==> src/rtl/bram_port_ctrl_if.sv <==
// Request/response handshake bundle for bram_port_ctrl.
//   slave  : the controller (accepts requests, produces responses)
//   master : the requester (offers requests, consumes responses)
// Signals:
//   I_REQ_VALID/O_REQ_READY : request handshake
//   I_REQ_WE/ADDR/DATA      : request payload (1 = write)
//   O_RSP_VALID/I_RSP_READY : response handshake
//   O_RSP_DATA/O_RSP_WE     : response payload (read data or echoed write data)
interface bram_port_ctrl_if #(
  parameter int DATA_WIDTH = 16,
  parameter int ADDR_WIDTH = 10
);
  logic                  I_REQ_VALID;
  logic                  O_REQ_READY;
  logic                  I_REQ_WE;
  logic [ADDR_WIDTH-1:0] I_REQ_ADDR;
  logic [DATA_WIDTH-1:0] I_REQ_DATA;
  logic                  O_RSP_VALID;
  logic                  I_RSP_READY;
  logic [DATA_WIDTH-1:0] O_RSP_DATA;
  logic                  O_RSP_WE;

  modport slave (
    input  I_REQ_VALID, I_REQ_WE, I_REQ_ADDR, I_REQ_DATA, I_RSP_READY,
    output O_REQ_READY, O_RSP_VALID, O_RSP_DATA, O_RSP_WE
  );

  modport master (
    output I_REQ_VALID, I_REQ_WE, I_REQ_ADDR, I_REQ_DATA, I_RSP_READY,
    input  O_REQ_READY, O_RSP_VALID, O_RSP_DATA, O_RSP_WE
  );
endinterface

==> src/rtl/bram_port_ctrl.sv <==
// Single-port BRAM access controller: one transaction in flight at a time,
// IDLE -> ISSUE -> CAPTURE -> RESPOND, response three cycles after the
// request handshake.
// Ports:
//   I_CLK, I_NRESET : clock, synchronous active-low reset
//   bus             : request/response handshake (slave modport)
//   O_BRAM_ADDR/DATA/WE : BRAM port drive, valid during ISSUE
//   I_BRAM_Q        : BRAM registered read data (one clock after address)
//   O_RD_COUNT/O_WR_COUNT : completed read/write responses, wrapping
module bram_port_ctrl #(
  parameter int DATA_WIDTH = 16,
  parameter int ADDR_WIDTH = 10
) (
  input  logic                  I_CLK,
  input  logic                  I_NRESET,
  bram_port_ctrl_if.slave       bus,
  output logic [ADDR_WIDTH-1:0] O_BRAM_ADDR,
  output logic [DATA_WIDTH-1:0] O_BRAM_DATA,
  output logic                  O_BRAM_WE,
  input  logic [DATA_WIDTH-1:0] I_BRAM_Q,
  output logic [15:0]           O_RD_COUNT,
  output logic [15:0]           O_WR_COUNT
);
  typedef enum logic [1:0] {
    IDLE    = 2'd0,
    ISSUE   = 2'd1,
    CAPTURE = 2'd2,
    RESPOND = 2'd3
  } state_t;

  state_t      state;
  logic        req_we;   // WE of the request in flight (BRAM strobe drops after ISSUE)
  logic [15:0] rd_cnt;
  logic [15:0] wr_cnt;

  assign O_RD_COUNT = rd_cnt;
  assign O_WR_COUNT = wr_cnt;

  // O_BRAM_ADDR/O_BRAM_DATA double as the registered request address/data:
  // they load on the handshake and hold until the next one.
  always_ff @(posedge I_CLK) begin
    if (!I_NRESET) begin
      state           <= IDLE;
      req_we          <= 1'b0;
      bus.O_REQ_READY <= 1'b0;
      bus.O_RSP_VALID <= 1'b0;
      bus.O_RSP_DATA  <= '0;
      bus.O_RSP_WE    <= 1'b0;
      O_BRAM_ADDR     <= '0;
      O_BRAM_DATA     <= '0;
      O_BRAM_WE       <= 1'b0;
      rd_cnt          <= '0;
      wr_cnt          <= '0;
    end else begin
      case (state)
        IDLE: begin
          // Ready is registered, so the first cycle out of reset still
          // shows 0 to the requester and must not count as a handshake.
          if (bus.I_REQ_VALID && bus.O_REQ_READY) begin
            req_we          <= bus.I_REQ_WE;
            O_BRAM_ADDR     <= bus.I_REQ_ADDR;
            O_BRAM_DATA     <= bus.I_REQ_DATA;
            O_BRAM_WE       <= bus.I_REQ_WE;
            bus.O_REQ_READY <= 1'b0;
            state           <= ISSUE;
          end else begin
            bus.O_REQ_READY <= 1'b1;
          end
        end
        ISSUE: begin
          O_BRAM_WE <= 1'b0;
          state     <= CAPTURE;
        end
        CAPTURE: begin
          // Writes echo their own data so the response does not depend on
          // the BRAM read-during-write behaviour.
          bus.O_RSP_DATA  <= req_we ? O_BRAM_DATA : I_BRAM_Q;
          bus.O_RSP_WE    <= req_we;
          bus.O_RSP_VALID <= 1'b1;
          state           <= RESPOND;
        end
        RESPOND: begin
          if (bus.I_RSP_READY) begin
            bus.O_RSP_VALID <= 1'b0;
            bus.O_REQ_READY <= 1'b1;
            state           <= IDLE;
            if (bus.O_RSP_WE) wr_cnt <= wr_cnt + 16'd1;
            else              rd_cnt <= rd_cnt + 16'd1;
          end
        end
        default: begin
          state           <= IDLE;
          bus.O_REQ_READY <= 1'b0;
          bus.O_RSP_VALID <= 1'b0;
          O_BRAM_WE       <= 1'b0;
        end
      endcase
    end
  end
endmodule
==> src/flat_wrapper.sv <==
// flat-port wrapper written by rule: the top's interface ports become plain ports
module bram_port_ctrl_flat 
#(
  parameter int DATA_WIDTH = 16,
  parameter int ADDR_WIDTH = 10
)
  (I_CLK, I_NRESET, O_BRAM_ADDR, O_BRAM_DATA, O_BRAM_WE, I_BRAM_Q, O_RD_COUNT, O_WR_COUNT, bus_I_REQ_VALID, bus_I_REQ_WE, bus_I_REQ_ADDR, bus_I_REQ_DATA, bus_I_RSP_READY, bus_O_REQ_READY, bus_O_RSP_VALID, bus_O_RSP_DATA, bus_O_RSP_WE);
  bram_port_ctrl_if #(.DATA_WIDTH(DATA_WIDTH), .ADDR_WIDTH(ADDR_WIDTH)) bus_i ();
  input  logic I_CLK;
  input  logic I_NRESET;
  output logic [ADDR_WIDTH-1:0] O_BRAM_ADDR;
  output logic [DATA_WIDTH-1:0] O_BRAM_DATA;
  output logic O_BRAM_WE;
  input  logic [DATA_WIDTH-1:0] I_BRAM_Q;
  output logic [15:0] O_RD_COUNT;
  output logic [15:0] O_WR_COUNT;
  input wire logic [$bits(bus_i.I_REQ_VALID)-1:0] bus_I_REQ_VALID;
  input wire logic [$bits(bus_i.I_REQ_WE)-1:0] bus_I_REQ_WE;
  input wire logic [$bits(bus_i.I_REQ_ADDR)-1:0] bus_I_REQ_ADDR;
  input wire logic [$bits(bus_i.I_REQ_DATA)-1:0] bus_I_REQ_DATA;
  input wire logic [$bits(bus_i.I_RSP_READY)-1:0] bus_I_RSP_READY;
  output wire logic [$bits(bus_i.O_REQ_READY)-1:0] bus_O_REQ_READY;
  output wire logic [$bits(bus_i.O_RSP_VALID)-1:0] bus_O_RSP_VALID;
  output wire logic [$bits(bus_i.O_RSP_DATA)-1:0] bus_O_RSP_DATA;
  output wire logic [$bits(bus_i.O_RSP_WE)-1:0] bus_O_RSP_WE;
  assign bus_i.I_REQ_VALID = bus_I_REQ_VALID;
  assign bus_i.I_REQ_WE = bus_I_REQ_WE;
  assign bus_i.I_REQ_ADDR = bus_I_REQ_ADDR;
  assign bus_i.I_REQ_DATA = bus_I_REQ_DATA;
  assign bus_i.I_RSP_READY = bus_I_RSP_READY;
  assign bus_O_REQ_READY = bus_i.O_REQ_READY;
  assign bus_O_RSP_VALID = bus_i.O_RSP_VALID;
  assign bus_O_RSP_DATA = bus_i.O_RSP_DATA;
  assign bus_O_RSP_WE = bus_i.O_RSP_WE;
  bram_port_ctrl #(.DATA_WIDTH(DATA_WIDTH), .ADDR_WIDTH(ADDR_WIDTH)) u_core (.I_CLK(I_CLK), .I_NRESET(I_NRESET), .bus(bus_i), .O_BRAM_ADDR(O_BRAM_ADDR), .O_BRAM_DATA(O_BRAM_DATA), .O_BRAM_WE(O_BRAM_WE), .I_BRAM_Q(I_BRAM_Q), .O_RD_COUNT(O_RD_COUNT), .O_WR_COUNT(O_WR_COUNT));
endmodule
==> config.mk <==
export PLATFORM = sky130hd
export DESIGN_NAME = bram_port_ctrl_flat
export DESIGN_NICKNAME = d
export VERILOG_FILES = /design/src/rtl/bram_port_ctrl_if.sv /design/src/rtl/bram_port_ctrl.sv /design/src/flat_wrapper.sv
export SDC_FILE = /design/constraint.sdc
export NUM_CORES = 1
export LEC_CHECK = 0
export BUFFER_PORTS_ARGS = -buffer_cell sky130_fd_sc_hd__buf_2
export CAP_MARGIN = 0
export CORE_ASPECT_RATIO = 1.4
export CORE_UTILIZATION = 50
export CTS_CLUSTER_DIAMETER = 40
export CTS_CLUSTER_SIZE = 8
export DETAILED_ROUTE_END_ITERATION = 7
export PLACE_DENSITY_LB_ADDON = 0.25
export RECOVER_POWER = 25
export SYNTH_ARGS = -nofsm -noshare
export SYNTH_HDL_FRONTEND = slang
export SYNTH_SLANG_ARGS = --single-unit
==> constraint.sdc <==
create_clock -name I_CLK -period 5 [get_ports I_CLK]
set_input_delay 0.5 -clock I_CLK [delete_from_list [all_inputs] [get_ports I_CLK]]
set_output_delay 0.5 -clock I_CLK [all_outputs]
set_load 0.05 [all_outputs]
=== Word level (Yosys, flattened, before mapping) ===
Index checks and enable logic that the tools add are counted.

* Register bits after elaboration: 81
* Input port bits: 47

* $add $sub $neg: 2
* Muxes and demuxes: 11
* Reduce and logical (&&, ||, !) cells: 12
* Bitwise gates (word level): 1
* Equal/unequal tests: 5

{| class="wikitable"
|+ Operators with widths
! operator !! count
|-
| $add 16x1->16 const B || 2
|-
| $mux 16 || 1
|-
| $reduce_and 2->1 || 5
|-
| $pmux 2 s4 || 1
|-
| $pmux 1 s2 || 3
|-
| $reduce_and 3->1 || 2
|-
| $reduce_bool 2->1 || 3
|-
| $eq 2x2->1 const B || 2
|-
| $mux 1 || 4
|-
| $mux 2 || 2
|-
| $eq 2x1->1 const B || 1
|-
| $logic_not 2->1 || 1
|-
| $ne 2x1->1 const B || 1
|-
| $ne 2x2->1 const B || 1
|-
| $logic_and 1x1->1 || 1
|-
| $not 1->1 || 1
|}

=== Depth between registers and ports, before layout ===
Gate-level depths: netlist of the first run.

* Word-level depth: 3
* Mapped depth: 7

=== Least setup slack after synthesis of the first run ===
OpenSTA, ideal clock, no wires.

* Path kind: register to register
* From: reg u_core.wr_cnt[4] (netlist: u_core.O_WR_COUNT[4])
* To: reg u_core.wr_cnt[15] (netlist: u_core.O_WR_COUNT[15])
* Arrival: 1.792 ns
* Setup time: 0.072 ns
* Clock period less this slack: 1.864 ns
* Setup slack: 3.136 ns
* Buffers on the path: 0
* Stages on the path, launching flop included: 5
* Cells stage by stage: dfxtp_1 -> nand4_1 -> nor4_1 -> and3_1 -> mux2i_1

* Longest elaborated chain between the ends: 1

{| class="wikitable"
|+ RTL lines
! item !! RTL line !! text
|-
| start: declaration || bram_port_ctrl.sv:34 || <nowiki>logic [15:0] wr_cnt;</nowiki>
|-
| start signal: assignment || bram_port_ctrl.sv:87 || <nowiki>if (bus.O_RSP_WE) wr_cnt <= wr_cnt + 16'd1;</nowiki>
|-
| $add 16x1->16 || bram_port_ctrl.sv:87 ||
|}

Every way passes these cells.
A chain may end at the register's enable or synchronous reset.

=== Worst setup path in the final report of the first run ===
* From: reg u_core.state[0]
* To: reg u_core.wr_cnt[15] (netlist: u_core.O_WR_COUNT[15])

* Longest elaborated chain between the ends: 2

{| class="wikitable"
|+ RTL lines
! item !! RTL line !! text
|-
| start: declaration || bram_port_ctrl.sv:31 || <nowiki>state_t state;</nowiki>
|-
| start signal: assignment || bram_port_ctrl.sv:43 || <nowiki>state <= IDLE;</nowiki>
|-
| start signal: assignment || bram_port_ctrl.sv:65 || <nowiki>state <= ISSUE;</nowiki>
|-
| start signal: assignment || bram_port_ctrl.sv:72 || <nowiki>state <= CAPTURE;</nowiki>
|-
| $eq 2x2->1 || bram_port_ctrl.sv:55 || <nowiki>case (state)</nowiki>
|-
| $reduce_and 3->1 (no line) || n/a ||
|}

Every way passes these cells.

==> flow_metrics.tcl, run 1 <==
set metrics [dict create \
    outcome "complete, no violations" \
    synth.most_common_cell "nand2_1" \
    end_kind "flop" \
    powerDensity_nw_per_um2 424.9 \
    worst-endpoint-arrival_ps 2670 \
    syn-num-nets 448 \
    antennaDiodeCount 0 \
    rsz0062_at_grt "false" \
    cts_hold_buf 0 \
    final.period_utilization 0.4765 \
    layout-drive-gt1-share 0.2168 \
    avgSynthCellArea_um2 9.161 \
    num_io_pins 125 \
    dieArea_um2 7586 \
    post_cts.repair.setup_buffers 0 \
    ctsResizeCount 0 \
    irDropWorstVdd_mv 0.2548 \
    grt_usage 0.2217 \
    period_minus_slack_ps 2383 \
    first_global_vias 2831 \
    ant_nets 0 \
    synthTopCellsByArea "dfxtp_1 (45%), nand2_1 (9.3%), mux2i_1 (7.2%)" \
    synthTopCellsByCount "nand2_1 (90), dfxtp_1 (81), a21boi_0 (30), mux2i_1 (26)" \
    crit-reg2reg-capture "u_core.O_WR_COUNT[15]" \
    min_from "bus_I_REQ_DATA[2]" \
    die_h_um 102.7 \
    synth_edf_count 0 \
    postSynthCellCount 395 \
    whs_path_depth 3 \
    leakage_nw 1.977 \
    fin_worst_skew_ps 6.517 \
    yosysSeqAreaShare 0.4481 \
    wirelength_um 8137 \
    final_util 0.6333 \
    grt_pass1_wl_um 12650 \
    hpwl_um 5724 \
    setup_tns_ps 0 \
    final_hold_viol_count 0 \
    max_freq_mhz 419.7 \
    max_slew_margin 0.1911 \
    drc 0 \
    port_buffers 124 \
    drt-wirelength-per-cell_um 13.41 \
    cts_root_buf "clkbuf_8" \
    cap_violations 0 \
    synthDistinctLibCells 40 \
    worst_slew_pin_slew_ps 1213 \
    syn_to_final_growth_pct 22.20 \
    cts.sinks 81 \
    cts_max_path_buffers 2 \
    synthDominantCellAreaShare 0.4481 \
    cts-htree-levels 3 \
    fin_total_pwr_mw 1.879 \
    setup_viol 0 \
    fin_nets 560 \
    vias 3099 \
    dr.first_iter.drc_count 67 \
    die_w_um 73.90 \
    viasPerCell 5.105 \
    clk_latency_ps 350 \
    cts_inserted_buffers 9 \
    cts_tree "done" \
    dr.pass1.iters 4 \
    r2r_setup_slack_ps 2620 \
    synth_area_leader_cell "dfxtp_1" \
    critPathLaunchType "flop" \
    hold_end "u_core.O_BRAM_DATA[2]" \
    cp_max_fo 11 \
    drv_slew 0 \
    clk_pin_slew_ps 80 \
    num_rows 36 \
    antenna_found_initial 0 \
    async_reset_ff_frac 0 \
    grt_max_degree 52 \
    reg2regPathDepth 5 \
    nFillCells 639 \
    core_um2 6982 \
    synth-seq-cells 81 \
    start_util 0.5183 \
    routabilityCongestion 0.7490 \
    syn-cell-area_um2 3618 \
    critical_path_required_ps 5280 \
    ys.flop_type "dfxtp_1" \
    worstReg2RegStart "u_core.state[0]" \
    critical_path_class "reg -> reg" \
    yosys_warnings 0 \
    min_path_type "in -> reg" \
    grt_overflow_total 0 \
]
-- metrics by stage --
stage / instance area (um^2) / setup WS (ps) / hold WS (ps) / instances
3_3_place_gp: 4259 / 2764 / 449.3 / 591
5_1_grt: 4422 / 2422 / 370.4 / 607
6_report: 4422 / 2617 / 390.7 / 607
4_1_cts: 4467 / 2572 / 369.7 / 607
2_1_floorplan: 3618 / 3136 / 500.7 / 395
3_5_place_dp: 4259 / 2607 / 456.1 / 591
-- placed cells by master, fill, tap and decap left out, types with 6 or more instances in the layout --
cell      Yosys  layout
xnor2_1       7       7
nor3_1        8       8
nand2b_1      8       8
and2_1       16      14
nand4_1       7       7
mux2i_1      26      26
a21boi_0     30      30
dfxtp_1      81      81
inv_1         8       8
xor2_1       10      10
clkbuf_8      0      12
nand2_1      90      90
nor2b_1       7       7
clkbuf_1     15      38
o211a_1      16      16
nand3_1       9       9
ha_1          6       6
buf_2         4      88
-- per-layer routing --
layer,global-route usage,up-vias,wire length [um]
met4,0.07544,0,89
li1,-,1571,-
met5,0,-,0
met1,0.2229,1434,3419
met2,0.4100,87,4116
met3,0.08700,7,512
-- power breakdown --
group / total (mW) / internal [mW] / switching, mW
clock network: 0.496 / 0.272 / 0.225
registers: 0.791 / 0.729 / 0.0620
logic: 0.591 / 0.151 / 0.440
-- cell type report --
type / count / area (um^2) / share of cell area
Sequential cell: 81 / 1622 / 0.3667
Tap cell: 95 / 118.9 / 0.02688
Clock inverter: 2 / 35.03 / 0.007923
Multi-Input combinational cell: 282 / 1861 / 0.4208
Timing Repair Buffer: 125 / 583.1 / 0.1319
Clock buffer: 14 / 172.7 / 0.03905
Inverter: 8 / 30.03 / 0.006791
-- state kept, by name, summed over array words and instances (netlist names) --
name / cells
u_core.O_BRAM_ADDR: 10
u_core.O_BRAM_DATA: 16
u_core.O_BRAM_WE: 1
u_core.O_RD_COUNT: 16
u_core.O_WR_COUNT: 16
u_core.bus.O_REQ_READY: 1
u_core.bus.O_RSP_DATA: 16
u_core.bus.O_RSP_VALID: 1
u_core.bus.O_RSP_WE: 1
u_core.req_we: 1
u_core.state: 2
-- worst max-delay path, stage by stage, from the launching register on --
cell,delay (ps)
dfxtp_1,380
ha_1,380
nand4_1,460
nor4_1,650
and3_1,260
mux2i_1,170
-- worst max-delay path by stage --
| stage | from | end | slack, ps |
|---|---|---|---|
| CTS | u_core.state[0] | u_core.O_WR_COUNT[15] | 2570 |
| floorplan | u_core.O_WR_COUNT[4] | u_core.O_WR_COUNT[15] | 3140 |
| finish | u_core.state[0] | u_core.O_WR_COUNT[15] | 2620 |
| global route | u_core.state[0] | u_core.O_WR_COUNT[15] | 2420 |
| global placement | u_core.state[0] | u_core.O_WR_COUNT[15] | 2760 |
| detailed placement | u_core.state[0] | u_core.O_WR_COUNT[15] | 2610 |
-- cell families (layout without fill, tap and decap cells) --
kind of cell    count (synthesis)  after routing  synth area share
simple gates                  171            171            0.2431
flops                          81             81            0.4481
compound gates                 62             62            0.1373
buf+inv                        32            149           0.03769
mux                            26             26           0.07192
xor+xnor                       17             17           0.04115
fa+ha+maj                       6              6           0.02075
No activity file was read; power rests on OpenSTA's default activity.
==> run 2, diff against run 1 <==
ABC_AREA = 1   (was default)
clock period = 2.5 ns   (was 5 ns; I/O delays follow)
==> flow_metrics.tcl, run 2 <==
set metrics [dict create \
    outcome "complete, no violations" \
    drv_slew 0 \
    clk_pin_slew_ps 80 \
    clk_latency_ps 350 \
    rsz0062_at_grt "false" \
    cts_hold_buf 0 \
    cts_max_path_buffers 2 \
    cts-htree-levels 3 \
    cts_tree "done" \
    num_rows 36 \
    final_util 0.6437 \
    drc 0 \
    setup_viol 0 \
    fin_worst_skew_ps 9.523 \
    fin_nets 685 \
    layout-drive-gt1-share 0.1981 \
    grt_pass1_wl_um 13840 \
    pwr-share-clk 0.247 \
    cts_inserted_buffers 9 \
    cts.sinks 81 \
    critPathLaunch "u_core.state[1]" \
    grt_overflow_total 0 \
    dieArea_um2 7594 \
    crit_end "u_core.O_BRAM_WE" \
    period_minus_slack_ps 1620 \
    routabilityCongestion 0.7960 \
    ys.flop_type "dfxtp_1" \
    async_reset_ff_frac 0 \
    grt_usage 0.2321 \
    setup_tns_ps 0 \
    reg2regPathDepth 7 \
    num_io_pins 125 \
    final_cell_mix "nand2_1 (96), nor2_1 (91), buf_2 (86)" \
    antenna_found_initial 0 \
    hpwl_um 6106 \
    fin_total_pwr_mw 4.248 \
    irDropWorstVdd_mv 0.6348 \
    synthTopCellsByArea "dfxtp_1 (45%), nand2_1 (9.9%), nor2_1 (9.4%)" \
    end_kind "flop" \
    post_cts.repair.setup_buffers 0 \
    yosys_warnings 0 \
    r2r_setup_slack_ps 880 \
    synthDistinctLibCells 27 \
    synthTopCellsByCount "nand2_1 (96), nor2_1 (91), dfxtp_1 (81), inv_1 (63), o21ai_0 (44)" \
    dpl_worst_slack_ps 895.5 \
    leakage_nw 2.115 \
    first_global_vias 3296 \
    crit-reg2reg-capture "u_core.O_BRAM_WE" \
    hold_ws_ps 121.5 \
    viasPerCell 4.899 \
    cell_internal_pwr_mw 2.432 \
    syn-num-nets 564 \
    vias 3586 \
    dr.first_iter.drc_count 112 \
    syn-cell-area_um2 3622 \
    max_slew_margin 0.5591 \
    max_freq_mhz 617.2 \
    postSynthCellCount 511 \
    final_hold_viol_count 0 \
    syn_to_final_growth_pct 24.08 \
    critical_path_class "reg -> reg" \
    worst_slew_pin_slew_ps 664.1 \
    worstReg2RegStart "u_core.state[1]" \
    critical_path_required_ps 2780 \
    worst-endpoint-arrival_ps 1900 \
    drt-wirelength-per-cell_um 11.65 \
    core_um2 6982 \
    synth_area_leader_cell "dfxtp_1" \
    synth.most_common_cell "nand2_1" \
    cap_violations 0 \
    final_cells 732 \
    ctsResizeCount 0 \
    start_util 0.5188 \
    synth_edf_count 0 \
    seqPwrFrac 0.390 \
    dp_cells 716 \
    yosysSeqAreaShare 0.4477 \
    min_path_type "in -> reg" \
    nFillCells 656 \
    grt_max_degree 36 \
    synth-seq-cells 81 \
    cts_root_buf "clkbuf_8" \
    layout_commonest_cell "nand2_1" \
    die_w_um 73.94 \
    ant_nets 0 \
    die_h_um 102.7 \
    wirelength_um 8531 \
    synthDominantCellAreaShare 0.4477 \
    swShare 0.4275 \
    final.period_utilization 0.6481 \
    combinationalPowerShare 0.363 \
    powerDensity_nw_per_um2 945.1 \
    critPathLaunchType "flop" \
    placed_area_um2 4322 \
    avgSynthCellArea_um2 7.089 \
    port_buffers 124 \
    cp_max_fo 28 \
    dr.pass1.iters 4 \
    postLayoutCellArea_um2 4494 \
    fin_ws_ps 879.9 \
    p_sw_mw 1.816 \
]
## run 2: cell count changes after synthesis, moves of 8 or more
cell      before  now
a21boi_0      30    0
a21oi_1        2   20
and2_1        16    0
inv_1          8   63
mux2i_1       26    0
nand2b_1       8    0
nand3_1        9   34
nor2_1         5   91
nor2_4         0    8
o211a_1       16    0
o211ai_1       0   16
o21ai_0        5   44
xor2_1        10    1
## run 2: worst min-delay path by stage
| stage | start | endpoint | slack, ps | cells after the start |
|---|---|---|---|---|
| finish | bus_I_REQ_DATA[4] | u_core.O_BRAM_DATA[4] | 120 | 3 |
| floorplan | bus_I_REQ_ADDR[0] | u_core.O_BRAM_ADDR[0] | 380 | 2 |
| global route | bus_I_REQ_DATA[4] | u_core.O_BRAM_DATA[4] | 100 | 3 |
| CTS | bus_I_REQ_DATA[4] | u_core.O_BRAM_DATA[4] | 110 | 3 |
| detailed placement | u_core.bus.O_RSP_VALID | u_core.bus.O_RSP_VALID | 460 | 2 |
| global placement | u_core.bus.O_RSP_VALID | u_core.bus.O_RSP_VALID | 450 | 2 |
## run 2: metal layers
metal  GRT usage  share of wire  up-vias
met2      0.4070           0.50       94
li1            -              -     1865
met5           0              0        -
met3     0.06256          0.048       11
met4     0.09763          0.018        0
met1      0.2613           0.43     1616
## run 2: cell type report
cell class	count	area [um^2]	area share
Sequential cell	81	1622	0.3608
Multi-Input combinational cell	344	1672	0.3719
Clock buffer	10	137.6	0.03062
Tap cell	95	118.9	0.02645
Timing Repair Buffer	129	610.6	0.1359
Inverter	67	251.5	0.05596
Antenna cell	1	2.502	0.0005568
Clock inverter	5	80.08	0.01782
## run 2: worst max-delay path, cell delays in order, from the launching register on
cell and delay (ps):
dfxtp_1 380, inv_1 100, ha_1 230, inv_1 130, nor2_4 70, inv_2 360
nand3_1 130, a21oi_1 160
## run 2: kinds of logic (layout without fill, tap and decap cells)
group                    count (synthesis)  after routing  share of synthesized area
buffers and inverters                   86            211                    0.09085
adder cells (fa/ha/maj)                  6              6                    0.02072
AO/OA/AOI/OAI                           82             82                     0.1247
AND/OR/NAND/NOR                        254            254                     0.3112
other                                    0              1                          0
XOR/XNOR                                 2              2                   0.004837
flip-flops                              81             81                     0.4477
## run 2: power by group through the flow
stage	clock [mW]	sequential (mW)	combinational, mW
2_1_floorplan	0	2.35	0.539
3_3_place_gp	0	1.67	1.56
3_5_place_dp	0	1.67	1.59
4_1_cts	1.07	1.65	1.59
5_1_grt	1.13	1.69	1.67
6_report	1.05	1.66	1.54
